### config.mk
export PLATFORM = sky130hd
export DESIGN_NAME = cv32e40p_rvfi_retire_tracker
export DESIGN_NICKNAME = d
export VERILOG_FILES = /design/src/rtl/cv32e40p_rvfi_pkg.sv /design/src/rtl/cv32e40p_rvfi_entry_fifo.sv /design/src/rtl/cv32e40p_rvfi_retire_tracker.sv
export SDC_FILE = /design/constraint.sdc
export NUM_CORES = 2
export LEC_CHECK = 0
export BUFFER_PORTS_ARGS = -buffer_cell sky130_fd_sc_hd__buf_2
export CAP_MARGIN = 20
export CORE_ASPECT_RATIO = 1.5
export CORE_MARGIN = 2
export CORE_UTILIZATION = 50
export DETAILED_ROUTE_END_ITERATION = 7
export MAX_ROUTING_LAYER = met4
export PLACE_DENSITY = 0.68
export REMOVE_ABC_BUFFERS = 1
export SYNTH_ARGS = -nofsm -noshare
export SYNTH_HDL_FRONTEND = slang
export SYNTH_SLANG_ARGS = --single-unit
export TNS_END_PERCENT = 10
### constraint.sdc
create_clock -name clk_i -period 31.3 [get_ports clk_i]
set_input_delay 6.26 -clock clk_i [delete_from_list [all_inputs] [get_ports clk_i]]
set_output_delay 6.26 -clock clk_i [all_outputs]
set_load 0.01 [all_outputs]
### src/rtl/cv32e40p_rvfi_pkg.sv
// Shared types for the RVFI retirement tracker; the fp field exists only
// under CV32E40P_RVFI_TRACKER_FREG_EN.
package cv32e40p_rvfi_pkg;

  localparam int RVFI_ORDER_W = 64;

  typedef struct packed {
    logic [31:0] pc;
    logic [31:0] insn;
    logic [4:0]  rs1_addr;
    logic [4:0]  rs2_addr;
    logic [31:0] rs1_rdata;
    logic [31:0] rs2_rdata;
    logic [4:0]  rd0_addr;
    logic [31:0] rd0_wdata;
`ifdef CV32E40P_RVFI_TRACKER_FREG_EN
    logic        fp;
`endif
    logic        pending;
    logic [4:0]  rd1_addr;
    logic        filled;
    logic [31:0] rd1_wdata;
  } rvfi_entry_t;

endpackage

### src/rtl/cv32e40p_rvfi_entry_fifo.sv
// In-order record store with a fill port that targets the oldest record still
// owed a writeback; head is offered once it is filled, fill lands one cycle later.
module cv32e40p_rvfi_entry_fifo
  import cv32e40p_rvfi_pkg::*;
#(
  parameter int DEPTH = 4
) (
  input  logic        clk,
  input  logic        rst,
  input  logic        push,
  input  rvfi_entry_t push_data,
  input  logic        pop,
  output logic        full,
  output logic        head_ready,
  output rvfi_entry_t head_data,
  input  logic        fill,
  input  logic [31:0] fill_data,
  output logic        fill_hit
);

  localparam int AW = $clog2(DEPTH);
  localparam int PW = AW + 1;

  rvfi_entry_t mem [DEPTH];

  logic [PW-1:0] head;
  logic [PW-1:0] tail;
  logic [PW-1:0] wb_ptr;
  logic [PW-1:0] count;

  logic [PW-1:0] wb_dist;
  logic [PW-1:0] scan_idx;
  logic [PW-1:0] scan_ptr;
  logic          scan_found;

  // wb_ptr is a lower bound: everything between head and wb_ptr is already
  // filled or never pending, so the search only walks forward from it.
  // Entries pushed this cycle sit at tail and are outside the search range.
  always_comb begin
    wb_dist    = tail - wb_ptr;
    scan_idx   = wb_ptr;
    scan_ptr   = tail;
    scan_found = 1'b0;
    for (int i = 0; i < DEPTH; i++) begin
      scan_idx = wb_ptr + PW'(i);
      if (!scan_found && (PW'(i) < wb_dist) &&
          mem[scan_idx[AW-1:0]].pending && !mem[scan_idx[AW-1:0]].filled) begin
        scan_found = 1'b1;
        scan_ptr   = scan_idx;
      end
    end
  end

  assign fill_hit   = scan_found;
  assign full       = (count == PW'(DEPTH));
  assign head_data  = mem[head[AW-1:0]];
  assign head_ready = (count != '0) && head_data.filled;

  always_ff @(posedge clk or posedge rst) begin
    if (rst) begin
      head   <= '0;
      tail   <= '0;
      wb_ptr <= '0;
      count  <= '0;
    end else begin
      if (push) tail <= tail + PW'(1);
      if (pop)  head <= head + PW'(1);
      count  <= count + PW'(push) - PW'(pop);
      wb_ptr <= (fill && scan_found) ? scan_ptr + PW'(1) : scan_ptr;
    end
  end

  always_ff @(posedge clk) begin
    if (push) mem[tail[AW-1:0]] <= push_data;
    if (fill && scan_found) begin
      mem[scan_ptr[AW-1:0]].filled    <= 1'b1;
      mem[scan_ptr[AW-1:0]].rd1_wdata <= fill_data;
    end
  end

endmodule

### src/rtl/cv32e40p_rvfi_retire_tracker.sv
// RVFI retirement producer: merges late writebacks into in-order records, one
// retire per cycle, issue-to-retire 1 cycle; FP lane-0 routing under CV32E40P_RVFI_TRACKER_FREG_EN.
module cv32e40p_rvfi_retire_tracker
  import cv32e40p_rvfi_pkg::*;
#(
  parameter int DEPTH = 4,
  parameter int FPU   = 0
) (
  input  logic                    clk_i,
  input  logic                    rst_i,
  input  logic                    issue_valid_i,
  output logic                    issue_ready_o,
  input  logic [31:0]             issue_pc_i,
  input  logic [31:0]             issue_insn_i,
  input  logic [4:0]              issue_rs1_addr_i,
  input  logic [4:0]              issue_rs2_addr_i,
  input  logic [31:0]             issue_rs1_rdata_i,
  input  logic [31:0]             issue_rs2_rdata_i,
  input  logic [4:0]              issue_rd0_addr_i,
  input  logic [31:0]             issue_rd0_wdata_i,
  input  logic                    issue_rd1_pending_i,
  input  logic [4:0]              issue_rd1_addr_i,
  input  logic                    issue_rd_fp_i,
  input  logic                    wb_valid_i,
  input  logic [31:0]             wb_wdata_i,
  output logic                    rvfi_valid,
  output logic [RVFI_ORDER_W-1:0] rvfi_order,
  output logic [31:0]             rvfi_insn,
  output logic [31:0]             rvfi_pc_rdata,
  output logic [4:0]              rvfi_rs1_addr,
  output logic [4:0]              rvfi_rs2_addr,
  output logic [31:0]             rvfi_rs1_rdata,
  output logic [31:0]             rvfi_rs2_rdata,
  output logic [1:0][4:0]         rvfi_rd_addr,
  output logic [1:0][31:0]        rvfi_rd_wdata,
  output logic [1:0]              rvfi_frd_wvalid,
  output logic [1:0][4:0]         rvfi_frd_addr,
  output logic [1:0][31:0]        rvfi_frd_wdata,
  output logic                    protocol_err_o
);

  rvfi_entry_t issue_entry;
  rvfi_entry_t head_entry;
  logic        push;
  logic        pop;
  logic        full;
  logic        head_ready;
  logic        fill_hit;

  logic [RVFI_ORDER_W-1:0] next_order;

  logic [1:0][4:0]  rd_addr_n;
  logic [1:0][31:0] rd_wdata_n;
  logic [1:0]       frd_wvalid_n;
  logic [1:0][4:0]  frd_addr_n;
  logic [1:0][31:0] frd_wdata_n;

  always_comb begin
    issue_entry           = '0;
    issue_entry.pc        = issue_pc_i;
    issue_entry.insn      = issue_insn_i;
    issue_entry.rs1_addr  = issue_rs1_addr_i;
    issue_entry.rs2_addr  = issue_rs2_addr_i;
    issue_entry.rs1_rdata = issue_rs1_rdata_i;
    issue_entry.rs2_rdata = issue_rs2_rdata_i;
    issue_entry.rd0_addr  = issue_rd0_addr_i;
    issue_entry.rd0_wdata = issue_rd0_wdata_i;
    issue_entry.pending   = issue_rd1_pending_i;
    issue_entry.rd1_addr  = issue_rd1_addr_i;
    issue_entry.filled    = !issue_rd1_pending_i;
`ifdef CV32E40P_RVFI_TRACKER_FREG_EN
    issue_entry.fp        = issue_rd_fp_i;
`endif
  end

  // Ready comes from the registered count only, so a retire never frees a
  // slot for an issue in the same cycle.
  assign issue_ready_o = !full;
  assign push          = issue_valid_i && !full;
  assign pop           = head_ready;

  cv32e40p_rvfi_entry_fifo #(
    .DEPTH(DEPTH)
  ) u_entry_fifo (
    .clk        (clk_i),
    .rst        (rst_i),
    .push       (push),
    .push_data  (issue_entry),
    .pop        (pop),
    .full       (full),
    .head_ready (head_ready),
    .head_data  (head_entry),
    .fill       (wb_valid_i),
    .fill_data  (wb_wdata_i),
    .fill_hit   (fill_hit)
  );

  always_comb begin
    rd_addr_n     = '0;
    rd_wdata_n    = '0;
    frd_wvalid_n  = '0;
    frd_addr_n    = '0;
    frd_wdata_n   = '0;
    rd_addr_n[1]  = head_entry.pending ? head_entry.rd1_addr : 5'd0;
    rd_wdata_n[1] = head_entry.rd1_wdata;
`ifdef CV32E40P_RVFI_TRACKER_FREG_EN
    if (head_entry.fp) begin
      frd_wvalid_n[0] = 1'b1;
      frd_addr_n[0]   = head_entry.rd0_addr;
      frd_wdata_n[0]  = head_entry.rd0_wdata;
    end else begin
      rd_addr_n[0]    = head_entry.rd0_addr;
      rd_wdata_n[0]   = head_entry.rd0_wdata;
    end
`else
    rd_addr_n[0]  = head_entry.rd0_addr;
    rd_wdata_n[0] = head_entry.rd0_wdata;
`endif
  end

  always_ff @(posedge clk_i or posedge rst_i) begin
    if (rst_i) begin
      rvfi_valid      <= 1'b0;
      rvfi_order      <= '0;
      next_order      <= '0;
      rvfi_insn       <= '0;
      rvfi_pc_rdata   <= '0;
      rvfi_rs1_addr   <= '0;
      rvfi_rs2_addr   <= '0;
      rvfi_rs1_rdata  <= '0;
      rvfi_rs2_rdata  <= '0;
      rvfi_rd_addr    <= '0;
      rvfi_rd_wdata   <= '0;
      rvfi_frd_wvalid <= '0;
      rvfi_frd_addr   <= '0;
      rvfi_frd_wdata  <= '0;
      protocol_err_o  <= 1'b0;
    end else begin
      rvfi_valid <= pop;
      // A writeback with no owed record (including one issued this cycle) is dropped.
      if (wb_valid_i && !fill_hit) protocol_err_o <= 1'b1;
      if (pop) begin
        rvfi_order      <= next_order;
        next_order      <= next_order + RVFI_ORDER_W'(1);
        rvfi_insn       <= head_entry.insn;
        rvfi_pc_rdata   <= head_entry.pc;
        rvfi_rs1_addr   <= head_entry.rs1_addr;
        rvfi_rs2_addr   <= head_entry.rs2_addr;
        rvfi_rs1_rdata  <= head_entry.rs1_rdata;
        rvfi_rs2_rdata  <= head_entry.rs2_rdata;
        rvfi_rd_addr    <= rd_addr_n;
        rvfi_rd_wdata   <= rd_wdata_n;
        rvfi_frd_wvalid <= frd_wvalid_n;
        rvfi_frd_addr   <= frd_addr_n;
        rvfi_frd_wdata  <= frd_wdata_n;
      end
    end
  end

  logic unused_ok;
`ifdef CV32E40P_RVFI_TRACKER_FREG_EN
  assign unused_ok = ^{head_entry.filled, (FPU != 0)};
`else
  assign unused_ok = ^{head_entry.filled, issue_rd_fp_i, (FPU != 0)};
`endif

endmodule

Word level (Yosys, flattened, before mapping). Memory sizes are Yosys's and may differ from the RTL's. Cells that the tools add are included.

Add/sub/neg operators: 10. $mul: 0. Divide/modulo/power cells: 0. Magnitude comparators: 4. Equality and inequality tests: 1. Shift-type cells: 0. Mux-type cells: 14. Bitwise logic cells: 0. Reduce and logical (&&, ||, !) cells: 26.

Operators with widths (number): adder 64 x 1 -> 64 bit (second input constant) (1); logical AND 1 bit (15); two-way mux 3 bit (5); adder 3 x 1 -> 3 bit (second input constant) (4); logical NOT 1 bit (10); two-way mux 1 bit (8); adder 3 x 2 -> 3 bit (second input constant) (2); < comparator 1 x 3 -> 1 bit (first input constant) (2); < comparator 2 x 3 -> 1 bit (first input constant) (2); two-way mux 5 bit (1); adder 3 x 1 -> 3 bit (1); equality test 3 bit (second input constant) (1); nonzero test 3 bit (1); subtractor 3 x 1 -> 3 bit (1); subtractor 3 bit (1).

Register bits after elaboration: 354. Bits in latches: 0. RAM bits: 856. Memory bits (read-only): 0. Input bits: 218. Memories: 1.

Memories: u_entry_fifo.mem (depth 4, width 214, rd ports 5, clocked after Yosys merged registers in 0, write ports 2, line cv32e40p_rvfi_entry_fifo.sv:24) `rvfi_entry_t mem [DEPTH];`.

Longest topological paths before layout.
Depth in word-level cells: 23. Mapped depth: 14.

By module. A second synthesis with hierarchy kept.

Cell total of the unflattened synthesis: 2493. Area, all modules: 48113.6 um^2.

Modules (own cells, without submodules): cv32e40p_rvfi_entry_fifo (instances 1, cells each 1547, area an instance 34301.6 um^2, sequential area each 25939.9 um^2); cv32e40p_rvfi_retire_tracker (instances 1, cells each 946, area an instance 13812.0 um^2, sequential area each 8558.2 um^2).

Worst setup path before layout. OpenSTA, ideal clock, no wires.

Kind: input to register. Start: in issue_valid_i. End: mem u_entry_fifo.mem[0][0] in the netlist's numbering, enable pin. Arrival time: 11.131 ns. Data required time: 30.925 ns. Path slack: 19.794 ns. Cell stages on the path: 5. Cell sequence: and2_1 -> clkbuf_1 -> nand2_1 -> inv_1 -> or2_2.

RTL lines: from (decl) (line cv32e40p_rvfi_retire_tracker.sv:11) `input logic issue_valid_i,`; to (decl) (line cv32e40p_rvfi_entry_fifo.sv:24).

==> impl_results.md <==
* DP Wirelength at 58570 um
* Starting Density at between 50 and 60%
* Endpoints failing setup at 0
* Final instance area at ~53000 sq um
* Final Hold Viols at 0
* Most common cell in the netlist: edfxtp_1
* Die Area at between 90000 and 100000 sq um
* Die Ht at 376.9 um
* Core area at between 90000 and 100000 sq um
* Clock Skews at between 0.02 and 0.025 ns
* Wire length per cell at around 23 um
* CTS tree: yes
* Num CTS Buffers at between 100 and 150
* Kind of critical path: in -> async
* Post_cts resized at 0
* Initial antenna violation count at 27
* Critical path's slowest cell: buf_4
* First DRT Iteration DRCs at 1503
* Post-route insts no fill at ~4300
* Seq/Total Area, Yosys at between 70% and 80%
* IO Port Bufs at just under 500
* Clk buf depth at 3
* Area leader, netlist: edfxtp_1
* Setup_tns at 0 ns
* TritonRoute pass-1 iters at 4
* Crit-path max FO at 96
* Worst path cell trace: buf_2 > inv_8 > buf_4 > buf_4 > buf_4
* Most used flip-flop cell after synthesis: edfxtp_1
* Synth async-reset ratio at 29.20%
* #FFs+latches synth at about 1200
* Worst-path clk slew at 0.06 ns
* Synth Cell Area at 46350 sq um
* Largest net degree at the start of global routing at roughly 170
* Top cells by area, synth: edfxtp_1 (55%), dfrtp_1 (19%), mux4_2 (11%)
* Buf+Inv Stages, Crit Path at 5
* EDFF count, synth at around 850
* Seq. cell area at ~35000 sq um
* Synth top area share at 55.20%
* Post-layout util at between 50% and 60%
* Final min period at just under 9 ns
* Antenna Violating Nets Remaining at 0
* RSZ-0062 raised after global routing: false
* DRC at 0
* Layout area overhead at 15.21%
* Clock root cell: clkbuf_16
* Worst VDD drop at roughly 0.12 mV
* CTS Sinks at approximately 1200
* DR vias/cell at about 5.5
* Crit path setup slack, layout at roughly 22 ns
* Pre-CTS setup slack at between 20 and 25 ns
* Max-cap violations at 0
* Share of layout cells above drive strength 1 at 36.77%
* Worst-Margin Slew at roughly 1.3 ns
* First-pass GRT wire length at approximately 150000 um
* Worst path required time at roughly 32 ns
* Htree depth at 3
* Yosys warning total at 0
* Die width at roughly 250 um
* Area after DPL at between 40000 and 50000 sq um
* Layout Nets at around 3200
* Number of global-route vias before repair at between 20000 and 25000
* Cells after synthesis at between 2000 and 2500
* Slowest cell delay on critical path at 0.91 ns
* Fillers at slightly below 7000
* Post-CTS Setup Bufs at 0
* Final wirelength at approximately 98000 um
* Dpl cells at 4031
* Power density cells at about 100 nW/um^2
* # rows at roughly 140
* Post-cts hold buffer count at 0
* Outcome: finished clean
* Io pins at between 500 and 600
* Multi-input logic area at 11090 sq um
* Worst setup EP type: async pin
* GR Util All Layers at between 20% and 30%
* Fin crit share at between 20% and 30%
* Total grt overflow at 0
* Max Slew Vio Count at 0
* Most frequent cells after synthesis: edfxtp_1 (852), dfrtp_1 (353), nand2_1 (241)
* Gp weighted congestion at about 0.80
* Min-delay worst type: reg -> reg
* Critical path's top delay family: buffers and inverters
* Clk_lat worst skew at roughly 0.7 ns
* Avg Cell Area, Syn at 18.96 sq um
* Fmax at approximately 0.11 GHz
* Netlist cell types at approximately 60
* Crit path DAT at roughly 9.6 ns
* Lkg Pwr at 20.33 nW
* DR vias at around 23000
* Slew HR at approximately an eighth
* CP most frequent cell: buf_4
* Startpoint types: input pin
## worst reg2reg max path: cells and delay by family (launching register included)
family	cells	cell delay, ns
mux	1	0.53
fa+ha+maj	1	0.41
simple gates	3	1.41
compound gates	2	0.46
buf+inv	2	0.65
flops	1	0.63
## layout by cell type (no fill, tap or decap), types with 5 or more instances in the layout
cell,instances
and2_1,132
and3_1,8
and4_1,8
buf_2,495
buf_4,22
bufinv_16,6
clkbuf_1,31
clkbuf_16,110
clkbuf_8,13
clkinv_1,16
clkinv_2,13
conb_1,76
dfrtp_1,351
diode_2,30
edfxtp_1,852
ha_1,10
inv_1,11
inv_8,6
mux2_2,207
mux4_2,218
nand2_1,241
nand2b_1,6
nand3_1,26
nand4_1,11
nor2_1,23
nor2b_1,5
o21ai_0,12
xnor2_1,61
xor2_1,13
## flip-flops by register name, indices dropped and copies added (netlist names)
name and cells:
rvfi_valid 1, rvfi_rs1_addr 5, u_entry_fifo.count 3, rvfi_rs2_addr 5, u_entry_fifo.head 2, protocol_err_o 1, next_order 64, u_entry_fifo.wb_ptr 3
rvfi_rs1_rdata 32, rvfi_pc_rdata 32, u_entry_fifo.tail 3, rvfi_rd_wdata 64, rvfi_rd_addr 10, rvfi_rs2_rdata 32, u_entry_fifo.mem 856, rvfi_order 64
rvfi_insn 32
## routing by layer
layer	part of all wire, %	up-vias	global-route usage (%)	wire length [um]
met5	0	-	-	0
li1	-	10240	-	-
met1	38	12130	25.32	37480
met4	2.8	0	7.748	2762
met3	7.7	167	5.423	7575
met2	51	766	35.78	50340
## cells by family after synthesis
family / synth area share, %
muxes: 15.69
xor gates and xnor gates: 1.450
and+or+nand+nor: 5.084
DFF: 74.44
buffers and inverters: 2.303
AOI/OAI and AO/OA: 0.6507
adders and majority gates: 0.3807
other: 0.008091
## final timing paths
path                       cells after the start  slack, ns                  endpoint                   start
min in group asynchronous                      2       5.66          rvfi_rd_wdata[0]                   rst_i
min reg2reg                                    2       0.47             rvfi_order[6]           rvfi_order[6]
max reg2reg                                    9      26.81    u_entry_fifo.mem[1][0]  u_entry_fifo.wb_ptr[0]
max                                            5      22.42            rvfi_order[17]                   rst_i
max in group clk_i                             6      22.94  u_entry_fifo.mem[1][154]           issue_valid_i
min                                            2       0.47             rvfi_order[6]           rvfi_order[6]
## report_power, final
part           internal [W]  switching [W]
logic              0.000862        0.00101
registers           0.00223       0.000181
clock network      0.000725       0.000562
## through the flow
step	total power (W)	hold WS, ns
final	0.005574	0.4715
after global routing	0.005852	0.4974
after CTS	0.005650	0.4751
after detailed placement	0.004353	0.4584
after global placement	0.004283	0.4591
after floorplan	0.003934	0.4453
## final cells by class
cell class,instances,area share (%)
sequential,1209,64.62
multi-input combinational,1112,20.77
clock buffer,154,5.708
timing repair buffer,520,5.076
tap,1173,2.749
clock inverter,44,0.7264
inverter,18,0.2109
antenna,30,0.1406
Note: power is estimated with default switching activity, not from simulation.
